<file path="config.mk">
export PLATFORM = sky130hd
export DESIGN_NAME = rs232_rx_fifo
export DESIGN_NICKNAME = d
export VERILOG_FILES = /design/src/rtl/rs232_pkg.sv /design/src/rtl/sync_fifo_core.sv /design/src/rtl/rs232_rx_fifo.sv
export SDC_FILE = /design/constraint.sdc
export NUM_CORES = 1
export LEC_CHECK = 0
export BUFFER_PORTS_ARGS = -buffer_cell sky130_fd_sc_hd__buf_2
export CORE_MARGIN = 5
export CORE_UTILIZATION = 55
export CTS_CLUSTER_SIZE = 10
export DETAILED_ROUTE_END_ITERATION = 8
export PLACE_DENSITY = 0.76
export SYNTH_ARGS = -nofsm -noshare
export SYNTH_HDL_FRONTEND = slang
export SYNTH_SLANG_ARGS = --single-unit
export TNS_END_PERCENT = 10
</file>
<file path="constraint.sdc">
create_clock -name clock -period 2.9 [get_ports clock]
set_clock_uncertainty 0.2 [all_clocks]
set_input_delay 0.145 -clock clock [delete_from_list [all_inputs] [get_ports clock]]
set_output_delay 0.145 -clock clock [all_outputs]
set_load 0.05 [all_outputs]
</file>
<file path="src/rtl/rs232_pkg.sv">
// Shared constants and width helpers for the RS232 receive path.
package rs232_pkg;

    localparam int unsigned BYTE_W = 8;

    // Pointer width for a power-of-two buffer of the given depth.
    function automatic int unsigned ptr_width(input int unsigned depth);
        return $clog2(depth);
    endfunction

    // Occupancy width: one extra bit so the full depth itself is representable.
    function automatic int unsigned cnt_width(input int unsigned depth);
        return $clog2(depth) + 1;
    endfunction

endpackage

</file>
<file path="src/rtl/sync_fifo_core.sv">
// Single-clock byte FIFO: storage, wrapping pointers, occupancy count and push/pop arbitration.
module sync_fifo_core
    import rs232_pkg::*;
#(
    parameter int unsigned DEPTH = 16
)
(
    input  logic                          clock,
    input  logic                          reset,
    input  logic [BYTE_W-1:0]             wr_data,
    input  logic                          wr_valid,
    output logic [BYTE_W-1:0]             rd_data_c,
    output logic                          rd_valid_c,
    input  logic                          rd_ready,
    output logic [cnt_width(DEPTH)-1:0]   count,
    output logic [cnt_width(DEPTH)-1:0]   count_next_c,
    output logic                          drop_c
);

    localparam int unsigned PTR_W = ptr_width(DEPTH);
    localparam int unsigned CNT_W = cnt_width(DEPTH);

    logic [BYTE_W-1:0] mem [DEPTH];
    logic [PTR_W-1:0]  wr_ptr;
    logic [PTR_W-1:0]  rd_ptr;
    logic              push;
    logic              pop;

    // A full FIFO still accepts a byte when the head leaves in the same cycle.
    always_comb begin
        rd_valid_c   = (count != '0);
        rd_data_c    = mem[rd_ptr];
        pop          = rd_valid_c && rd_ready;
        push         = wr_valid && ((count < CNT_W'(DEPTH)) || pop);
        drop_c       = wr_valid && !push;
        count_next_c = count + CNT_W'(push) - CNT_W'(pop);
    end

    always_ff @(posedge clock) begin
        if (reset) begin
            wr_ptr <= '0;
            rd_ptr <= '0;
            count  <= '0;
        end else begin
            if (push) wr_ptr <= wr_ptr + PTR_W'(1);
            if (pop)  rd_ptr <= rd_ptr + PTR_W'(1);
            count <= count_next_c;
        end
    end

    // Storage carries no reset; contents are meaningless until written.
    always_ff @(posedge clock) begin
        if (push) mem[wr_ptr] <= wr_data;
    end

endmodule

</file>
<file path="src/rtl/rs232_rx_fifo.sv">
// Receive-side byte buffer: FIFO plus CTS flow control with hysteresis and a sticky drop flag.
module rs232_rx_fifo
    import rs232_pkg::*;
#(
    parameter int unsigned DEPTH      = 16,
    parameter int unsigned HIGH_WATER = 12,
    parameter int unsigned LOW_WATER  = 4
)
(
    input  logic                          clock,
    input  logic                          reset,
    input  logic [BYTE_W-1:0]             in_data,
    input  logic                          in_valid,
    output logic [BYTE_W-1:0]             out_data,
    output logic                          out_valid,
    input  logic                          out_ready,
    output logic                          rs232_ctsn,
    output logic                          overflow,
    input  logic                          overflow_clear,
    output logic [cnt_width(DEPTH)-1:0]   count
);

    localparam int unsigned CNT_W = cnt_width(DEPTH);

    logic [CNT_W-1:0] count_next_c;
    logic             drop_c;

    sync_fifo_core #(
        .DEPTH        (DEPTH)
    ) u_core (
        .clock        (clock),
        .reset        (reset),
        .wr_data      (in_data),
        .wr_valid     (in_valid),
        .rd_data_c    (out_data),
        .rd_valid_c   (out_valid),
        .rd_ready     (out_ready),
        .count        (count),
        .count_next_c (count_next_c),
        .drop_c       (drop_c)
    );

    // CTS follows next-cycle occupancy so the host sees "stop" the moment the mark is reached.
    always_ff @(posedge clock) begin
        if (reset) begin
            rs232_ctsn <= 1'b1;
            overflow   <= 1'b0;
        end else begin
            if (count_next_c >= CNT_W'(HIGH_WATER))
                rs232_ctsn <= 1'b1;
            else if (count_next_c <= CNT_W'(LOW_WATER))
                rs232_ctsn <= 1'b0;

            if (drop_c)
                overflow <= 1'b1;
            else if (overflow_clear)
                overflow <= 1'b0;
        end
    end

endmodule
</file>
==> qor.log, run 1 <==
[die] initial standard-cell utilization of the core 56.6%
[yosys] main combinational cell family by area after synthesis multiplexers
[yosys] count of mapped cells out of synthesis 318
[pwr] leakage dissipation 0.00245 uW
[final_layout] Final Net Count 412
[final_layout] Area growth, synth to finish 20.3%
[final_layout] ratio of cells with drive above 1 in the final layout 27.5%
[sta] Max Clock Freq 346 MHz
[die] standard-cell rows 37
[sta] minimum clock period after layout 2.89 ns
[die] die width 113 um
[final_layout] top library cells by usage in the layout, fill and taps aside sky130_fd_sc_hd__edfxtp_1 (128), sky130_fd_sc_hd__buf_2 (28), sky130_fd_sc_hd__nor2_1 (26)
[pwr] peak supply drop 0.701 mV
[detailed_routing] DRC violation count after routing 0
[detailed_routing] DR vias 3091
[final_layout] leading cell type in the layout, fill and taps excluded sky130_fd_sc_hd__edfxtp_1
[global_route] total global-route track usage 19.8%
[detailed_routing] Pre-Repair DR Iteration Count 7
[clocking] H-Tree Level Count 4
[global_route] global-route met2 utilization 34.2%
[yosys] average instance area after synthesis 18.5 um^2
[final_layout] Diodes inserted 0
[pwr] switching share of power 28.8%
[sta] count of final max-slew check failures 0
[yosys] Primary FF master, synth sky130_fd_sc_hd__edfxtp_1
[sta] final hold viol count 0
[sta] unrepaired setup endpoints after global routing true
[clocking] number of clock sinks seen by CTS 147
[clocking] Max clock buf depth 2
[yosys] post-synthesis adder-cell area fraction 2.68%
[critical_path] nature of the critical path endpoint flop
[die] io pins 29
[yosys] fraction of registers with async set or reset after synthesis 0%
[sta] Setup Viol. Count Final 0
[placement] half-perimeter wire length after detailed placement 7.04 mm
[critical_path] R2R Setup Slk 0.01 ns
[clocking] TritonCTS buffer count 17
[clocking] clock transition time at the flip-flop clock pins of the worst setup and hold paths 0.06 ns
[outcome] status complete, no violations
[global_route] largest net degree at the start of global routing 33
[critical_path] series of cell instances along the critical path inv_4 -> ha_4 -> or4b_4 -> nand2_4 -> inv_2 -> ha_4 -> inv_1 -> ha_2 -> fa_2 -> a21oi_2 -> o21bai_1 -> xnor2_1 -> o211ai_1
[placement] count of input and output buffers 28
[detailed_routing] number of design-rule violations left by the first detailed-router iteration 220
[clocking] TritonCTS clock tree yes
[sta] setup tns final 0 ns
[critical_path] maximum single-stage delay on the critical path 0.48 ns
[placement] GP Congestion 0.755
[sta] transition time at the pin with the least slew margin 0.720 ns
[global_route] vias in the first global route 3262
[clocking] cell at the root of the clock tree sky130_fd_sc_hd__clkbuf_8
[die] Floorplan Core Area 10400 um^2
[global_route] GR Util met3 5.51%
[sta] worst slew slack as a fraction of its limit 51.8%
[critical_path] type of the worst setup path reg -> reg
[yosys] distinct cell type count of the synthesized netlist 34
[yosys] syn_nets 343
[critical_path] crit-path most repeated cell sky130_fd_sc_hd__ha_4
[final_layout] total non-filler cell area in the finished layout 7070 um^2
[yosys] proportion of synthesized chip area in sequential cells 71.9%
[yosys] Mapped Area 5870 um^2
[global_route] met1 usage in global routing 24.4%
[critical_path] data required time at the worst endpoint 3.09 ns
[yosys] synthesized-area fraction occupied by and/or/nand/nor cells 5.05%
[pwr] combinational fraction of design power 25.9%
[die] die area 12800 um^2
[detailed_routing] Detail Route Antenna Nets 0
[critical_path] Max FO, Critical Path 2
[yosys] number of warning messages in the yosys log 0
[yosys] synthesized flop and latch total 147
[global_route] wire length of the first global-routing pass 18.3 mm
[run] max capacitance violation total 0
[critical_path] critical-path cell with the highest stage delay sky130_fd_sc_hd__or4b_4
[clocking] worst skew pair latency 0.52 ns
[pwr] power density of the placed cells 890 nW/um^2
[pwr] Clk pwr share 34.2%
[die] vertical die dimension 113 um
[pwr] internal power 4480 uW
[pwr] part of the total power dissipated in sequential elements 39.9%
[global_route] layer with the highest usage met2
[pwr] net switching power 1810 uW
[min_path] class of the tightest hold or removal check reg -> reg
[global_route] initial antenna violation count 0
[yosys] Post-synth EDFFs 128
[critical_path] Arr. time, crit path 3.08 ns
[yosys] portion of netlist area occupied by mux cells 13.2%
[sta] period utilization 99.6%
[yosys] post-synthesis share of cell area spent on xor and xnor gates 1.49%
[detailed_routing] Wirelength per Cell 22.0 um
[detailed_routing] vias per cell 5.77
[global_route] GRT Residual Overflow 0
[placement] post-placement cell area 6260 um^2
[detailed_routing] sum of routed wire length over all layers 11.8 mm
[yosys] post-synthesis compound-gate area fraction 3.24%
[critical_path] Setup crit start kind flop
[pwr] overall power of the completed layout 6290 uW
## power groups by stage
stage	combinational, uW	sequential, uW	clock (uW)
final	1630	2510	2150
after global routing	1750	2520	2290
after CTS	1580	2500	2180
after detailed placement	1520	2540	0
after global placement	1490	2530	0
after floorplan	1120	2610	0
## cells in the mapped netlist, types with 2 or more instances
library cell	instances	area, um^2
sky130_fd_sc_hd__edfxtp_1	128	3840
sky130_fd_sc_hd__nor3_1	4	20.0
sky130_fd_sc_hd__buf_2	2	10.0
sky130_fd_sc_hd__buf_6	3	33.8
sky130_fd_sc_hd__clkbuf_1	4	15.0
sky130_fd_sc_hd__nand2_1	14	52.6
sky130_fd_sc_hd__nor2_1	26	97.6
sky130_fd_sc_hd__nand2b_1	3	18.8
sky130_fd_sc_hd__xor2_1	6	52.6
sky130_fd_sc_hd__nor2b_1	4	25.0
sky130_fd_sc_hd__dfxtp_1	19	380
sky130_fd_sc_hd__and3_1	2	12.5
sky130_fd_sc_hd__clkdlybuf4s25_2	3	30.0
sky130_fd_sc_hd__and2_1	2	12.5
sky130_fd_sc_hd__nand3_1	5	25.0
sky130_fd_sc_hd__inv_1	9	33.8
sky130_fd_sc_hd__a21oi_1	8	40.0
sky130_fd_sc_hd__a22oi_1	16	120
sky130_fd_sc_hd__xnor2_1	4	35.0
sky130_fd_sc_hd__mux4_1	14	368
sky130_fd_sc_hd__mux4_2	18	405
sky130_fd_sc_hd__buf_1	2	7.51
sky130_fd_sc_hd__ha_1	11	138
## per-stage QoR
stage               worst slack (ns)  cells  utilization [%]  hold slack, ns
floorplan                    -0.0479    318                -          0.0439
finish                        0.0106    536             68.1           0.314
detailed placement           -0.0450    486             60.4           0.220
global placement              0.0941    486             60.4           0.213
CTS                          0.00675    535             67.8           0.311
global route                 -0.0840    536             68.1           0.346
## critical path, delay by kind of cell, from the launching register on
kind            cells  cell delay [ns]
flops               1             0.36
compound gates      3             0.38
buf+inv             3             0.13
simple gates        2             0.57
xor+xnor            1             0.22
fa+ha+maj           4             0.90
## layer usage
layer | vias to the layer above | part of all wire, %
met1 | 1576 | 41
met4 | 0 | 1.4
met2 | 101 | 52
li1 | 1398 | -
met3 | 16 | 5.6
met5 | - | 0
## registers in the layout, summed over array words and instances (netlist names), named ones only
name,count
u_core.mem,128
u_core.count,5
u_core.rd_ptr,4
u_core.wr_ptr,4
overflow,1
rs232_ctsn,1
## cells by family (layout without fill, tap and decap cells)
logic type      after synthesis  in the layout
flops                       147            147
simple gates                 64             64
mux                          32             32
compound gates               28             28
buf+inv                      25            107
fa+ha+maj                    12             12
xor+xnor                     10             10
## worst paths after layout
| kind | startpoint | cells after the start | to |
|---|---|---|---|
| min | u_core.rd_ptr[3]$_SDFFE_PP0P_ | 2 | u_core.rd_ptr[3]$_SDFFE_PP0P_ |
| max reg2reg | u_core.count[2]$_SDFF_PP0_ | 13 | rs232_ctsn$_SDFFE_PP1P_ |
| min reg2reg | u_core.rd_ptr[3]$_SDFFE_PP0P_ | 2 | u_core.rd_ptr[3]$_SDFFE_PP0P_ |
| max | u_core.count[2]$_SDFF_PP0_ | 13 | rs232_ctsn$_SDFFE_PP1P_ |
## final cells by class
type / instances / area [um^2]
clock inverter: 13 / 165
tap: 136 / 170
inverter: 9 / 38.8
timing repair buffer: 66 / 478
sequential: 147 / 4240
clock buffer: 19 / 422
multi-input combinational: 146 / 1560
fill: 681 / 3300
## timing repair
| item | CTS | global route |
|---|---|---|
| gates resized for setup | 2 | 7 |
| setup endpoints to repair | 5 | 4 |
| setup buffers | 0 | 2 |
| hold buffers | 17 | 0 |
| hold endpoints to repair | 147 | 0 |
| pin swaps | 0 | 7 |
Note: power is estimated with default switching activity, not from simulation.
==> run 2, diff against run 1 <==
- CELL_PAD_IN_SITES_DETAIL_PLACEMENT: not set -> 0
- CELL_PAD_IN_SITES_GLOBAL_PLACEMENT: not set -> 1
- CORE_UTILIZATION: 55 -> 47
- PLACE_DENSITY: 0.76 -> not set
- PLACE_DENSITY_LB_ADDON: not set -> 0.1
==> run 2 against run 1 <==
  * Sequential share of layout area down 0.43 points
  * Clock power down 2%
  * Flip-flop and latch count unchanged
==> qor.log, run 2 (same netlist as run 1, synthesis figures left out) <==
[critical_path] origin of the critical flop-to-flop path u_core.count[3]$_SDFF_PP0_
[pwr] peak supply drop 0.652 mV
[sta] worst slew slack as a fraction of its limit 50.6%
[die] vertical die dimension 122 um
[pwr] combinational fraction of design power 26.3%
[pwr] switching share of power 28.7%
[clocking] clock transition time at the flip-flop clock pins of the worst setup and hold paths 0.05 ns
[pwr] power density of the placed cells 879 nW/um^2
[detailed_routing] Pre-Repair DR Iteration Count 4
[global_route] initial antenna violation count 0
[critical_path] R2R Setup Slk 0.05 ns
[detailed_routing] Detail Route Antenna Nets 0
[critical_path] Max FO, Critical Path 3
[final_layout] number of flip-flops in the largest register 128
[global_route] total global-route track usage 16.9%
[final_layout] Area growth, synth to finish 21.1%
[min_path] class of the tightest hold or removal check reg -> reg
[run] max capacitance violation total 0
[clocking] TritonCTS clock tree yes
[sta] unrepaired setup endpoints after global routing true
[critical_path] critical-path cell with the highest stage delay sky130_fd_sc_hd__or4b_4
[outcome] status complete, no violations
[critical_path] CP Buf/Inv Count 3
[final_layout] ratio of cells with drive above 1 in the final layout 28.7%
[final_layout] total non-filler cell area in the finished layout 7110 um^2
[critical_path] maximum single-stage delay on the critical path 0.47 ns
[sta] Max Clock Freq 351 MHz
[critical_path] series of cell instances along the critical path inv_4 -> ha_4 -> or4b_4 -> nand2_4 -> inv_2 -> ha_4 -> inv_2 -> ha_4 -> fa_2 -> a21oi_2 -> o21bai_1 -> xnor2_1 -> o211ai_1
[placement] GP Congestion 0.772
[detailed_routing] sum of routed wire length over all layers 11.3 mm
[die] io pins 29
[clocking] worst skew pair latency 0.42 ns
[sta] transition time at the pin with the least slew margin 0.738 ns
[critical_path] data required time at the worst endpoint 2.99 ns
[placement] count of input and output buffers 28
[clocking] TritonCTS buffer count 17
[die] die width 122 um
[critical_path] Setup crit start kind flop
[clocking] H-Tree Level Count 4
[detailed_routing] number of design-rule violations left by the first detailed-router iteration 230
[detailed_routing] DRC violation count after routing 0
[min_path] hold depth 2
[critical_path] crit-path most repeated cell sky130_fd_sc_hd__ha_4
[critical_path] worst r2r dst rs232_ctsn$_SDFFE_PP1P_
[global_route] GRT Residual Overflow 0
[sta] setup tns final 0 ns
[global_route] largest net degree at the start of global routing 33
[sta] period utilization 98.2%
[detailed_routing] vias per cell 5.20
[sta] minimum clock period after layout 2.85 ns
[global_route] wire length of the first global-routing pass 17.8 mm
[global_route] vias in the first global route 3045
[critical_path] family with the most delay on the worst path adder cells
[critical_path] path depth of the worst reg2reg path 13
[sta] count of final max-slew check failures 0
[critical_path] Arr. time, crit path 2.94 ns
[min_path] Min-Delay Endpoint u_core.rd_ptr[1]$_SDFFE_PP0P_
[final_layout] Top Registers u_core.mem: 128 flops, u_core.count: 5 flops
[detailed_routing] DR vias 2952
[placement] post-placement cell area 6330 um^2
[final_layout] top library cells by usage in the layout, fill and taps aside sky130_fd_sc_hd__edfxtp_1 (128), sky130_fd_sc_hd__buf_2 (28), sky130_fd_sc_hd__nor2_1 (26)
[final_layout] leading cell type in the layout, fill and taps excluded sky130_fd_sc_hd__edfxtp_1
[pwr] part of the total power dissipated in sequential elements 40.0%
[die] Floorplan Core Area 12100 um^2
[final_layout] Final Net Count 412
[min_path] Hold Path Origin u_core.rd_ptr[1]$_SDFFE_PP0P_
[placement] half-perimeter wire length after detailed placement 7.16 mm
[final_layout] Diodes inserted 0
[die] standard-cell rows 40
[die] initial standard-cell utilization of the core 48.5%
[pwr] Clk pwr share 33.8%
[die] die area 14800 um^2
[detailed_routing] Wirelength per Cell 20.0 um
[critical_path] type of the worst setup path reg -> reg
[clocking] cell at the root of the clock tree sky130_fd_sc_hd__clkbuf_16
[sta] final hold viol count 0
[final_layout] Largest Register u_core.mem
[sta] Setup Viol. Count Final 0
[clocking] Max clock buf depth 2
[pwr] leakage dissipation 0.00246 uW
[pwr] net switching power 1790 uW
[pwr] internal power 4460 uW
[clocking] number of clock sinks seen by CTS 147
[critical_path] nature of the critical path endpoint flop
## run 2: changes by cell type in the layout (fill, tap and decap cells not counted), sizes merged
cell         before  now
clkinv            7    9
dlygate4sd3      16   13
buf              50   53
clkinvlp          2    1
bufinv            4    3
## run 2: metal layers
| metal | share of wire [%] | vias to the layer above | track usage (%) |
|---|---|---|---|
| li1 | - | 1393 | - |
| met1 | 45 | 1479 | 22.6 |
| met2 | 49 | 68 | 26.8 |
| met3 | 4.2 | 12 | 4.74 |
| met4 | 1.5 | 0 | 6.09 |
| met5 | 0 | - | 0 |
## run 2: tightest hold or removal path, delay by kind of cell, from the launching register on
| kind | cells | cell delay (ns) |
|---|---|---|
| compound gates | 1 | 0.06 |
| simple gates | 1 | 0.08 |
| flops | 1 | 0.32 |
## run 2: repair_timing
action                                  in CTS  in global routing
pin swaps                                    0                  8
hold buffers                                13                  0
hold endpoints to repair                   146                  0
gates cloned                                 0                  0
endpoints found under the setup margin       1                  1
setup buffers                                0                  3
gates resized for setup                      1                 10
## run 2: area by class of cell
class	count	area, um^2
clock inverters	13	141
well taps	168	210
fillers	949	5000
multi-input cells	146	1570
repair buffers	66	483
flip-flops and latches	147	4240
clock buffers	19	433
inverters	9	38.8
## run 2: worst max-delay path by stage
stage,from,endpoint,slack [ns],cells after the start
CTS,u_core.count[2]$_SDFF_PP0_,rs232_ctsn$_SDFFE_PP1P_,0.04,13
floorplan,u_core.count[2]$_SDFF_PP0_,rs232_ctsn$_SDFFE_PP1P_,-0.05,13
detailed placement,u_core.count[3]$_SDFF_PP0_,rs232_ctsn$_SDFFE_PP1P_,0.02,13
finish,u_core.count[3]$_SDFF_PP0_,rs232_ctsn$_SDFFE_PP1P_,0.05,13
global route,u_core.count[3]$_SDFF_PP0_,rs232_ctsn$_SDFFE_PP1P_,-0.04,13
global placement,u_core.count[3]$_SDFF_PP0_,rs232_ctsn$_SDFFE_PP1P_,0.06,13
## run 2: power by group through the flow
stage                     registers, uW  logic (uW)  clock network, uW
after detailed placement           2540        1540                  0
final                              2500        1640               2110
after CTS                          2500        1570               2150
after global placement             2530        1540                  0
after global routing               2510        1790               2270
after floorplan                    2610        1120                  0
## run 2: per-stage QoR
| stage | std cells | util [%] | setup WS, ns | total power, uW | hold WS, ns |
|---|---|---|---|---|---|
| detailed placement | 520 | 52.3 | 0.0189 | 4080 | 0.223 |
| global placement | 520 | 52.3 | 0.0625 | 4080 | 0.211 |
| finish | 568 | 58.7 | 0.0511 | 6250 | 0.308 |
| CTS | 565 | 58.1 | 0.0432 | 6220 | 0.301 |
| global route | 568 | 58.7 | -0.0374 | 6570 | 0.328 |
| floorplan | 318 | - | -0.0479 | 3730 | 0.0439 |
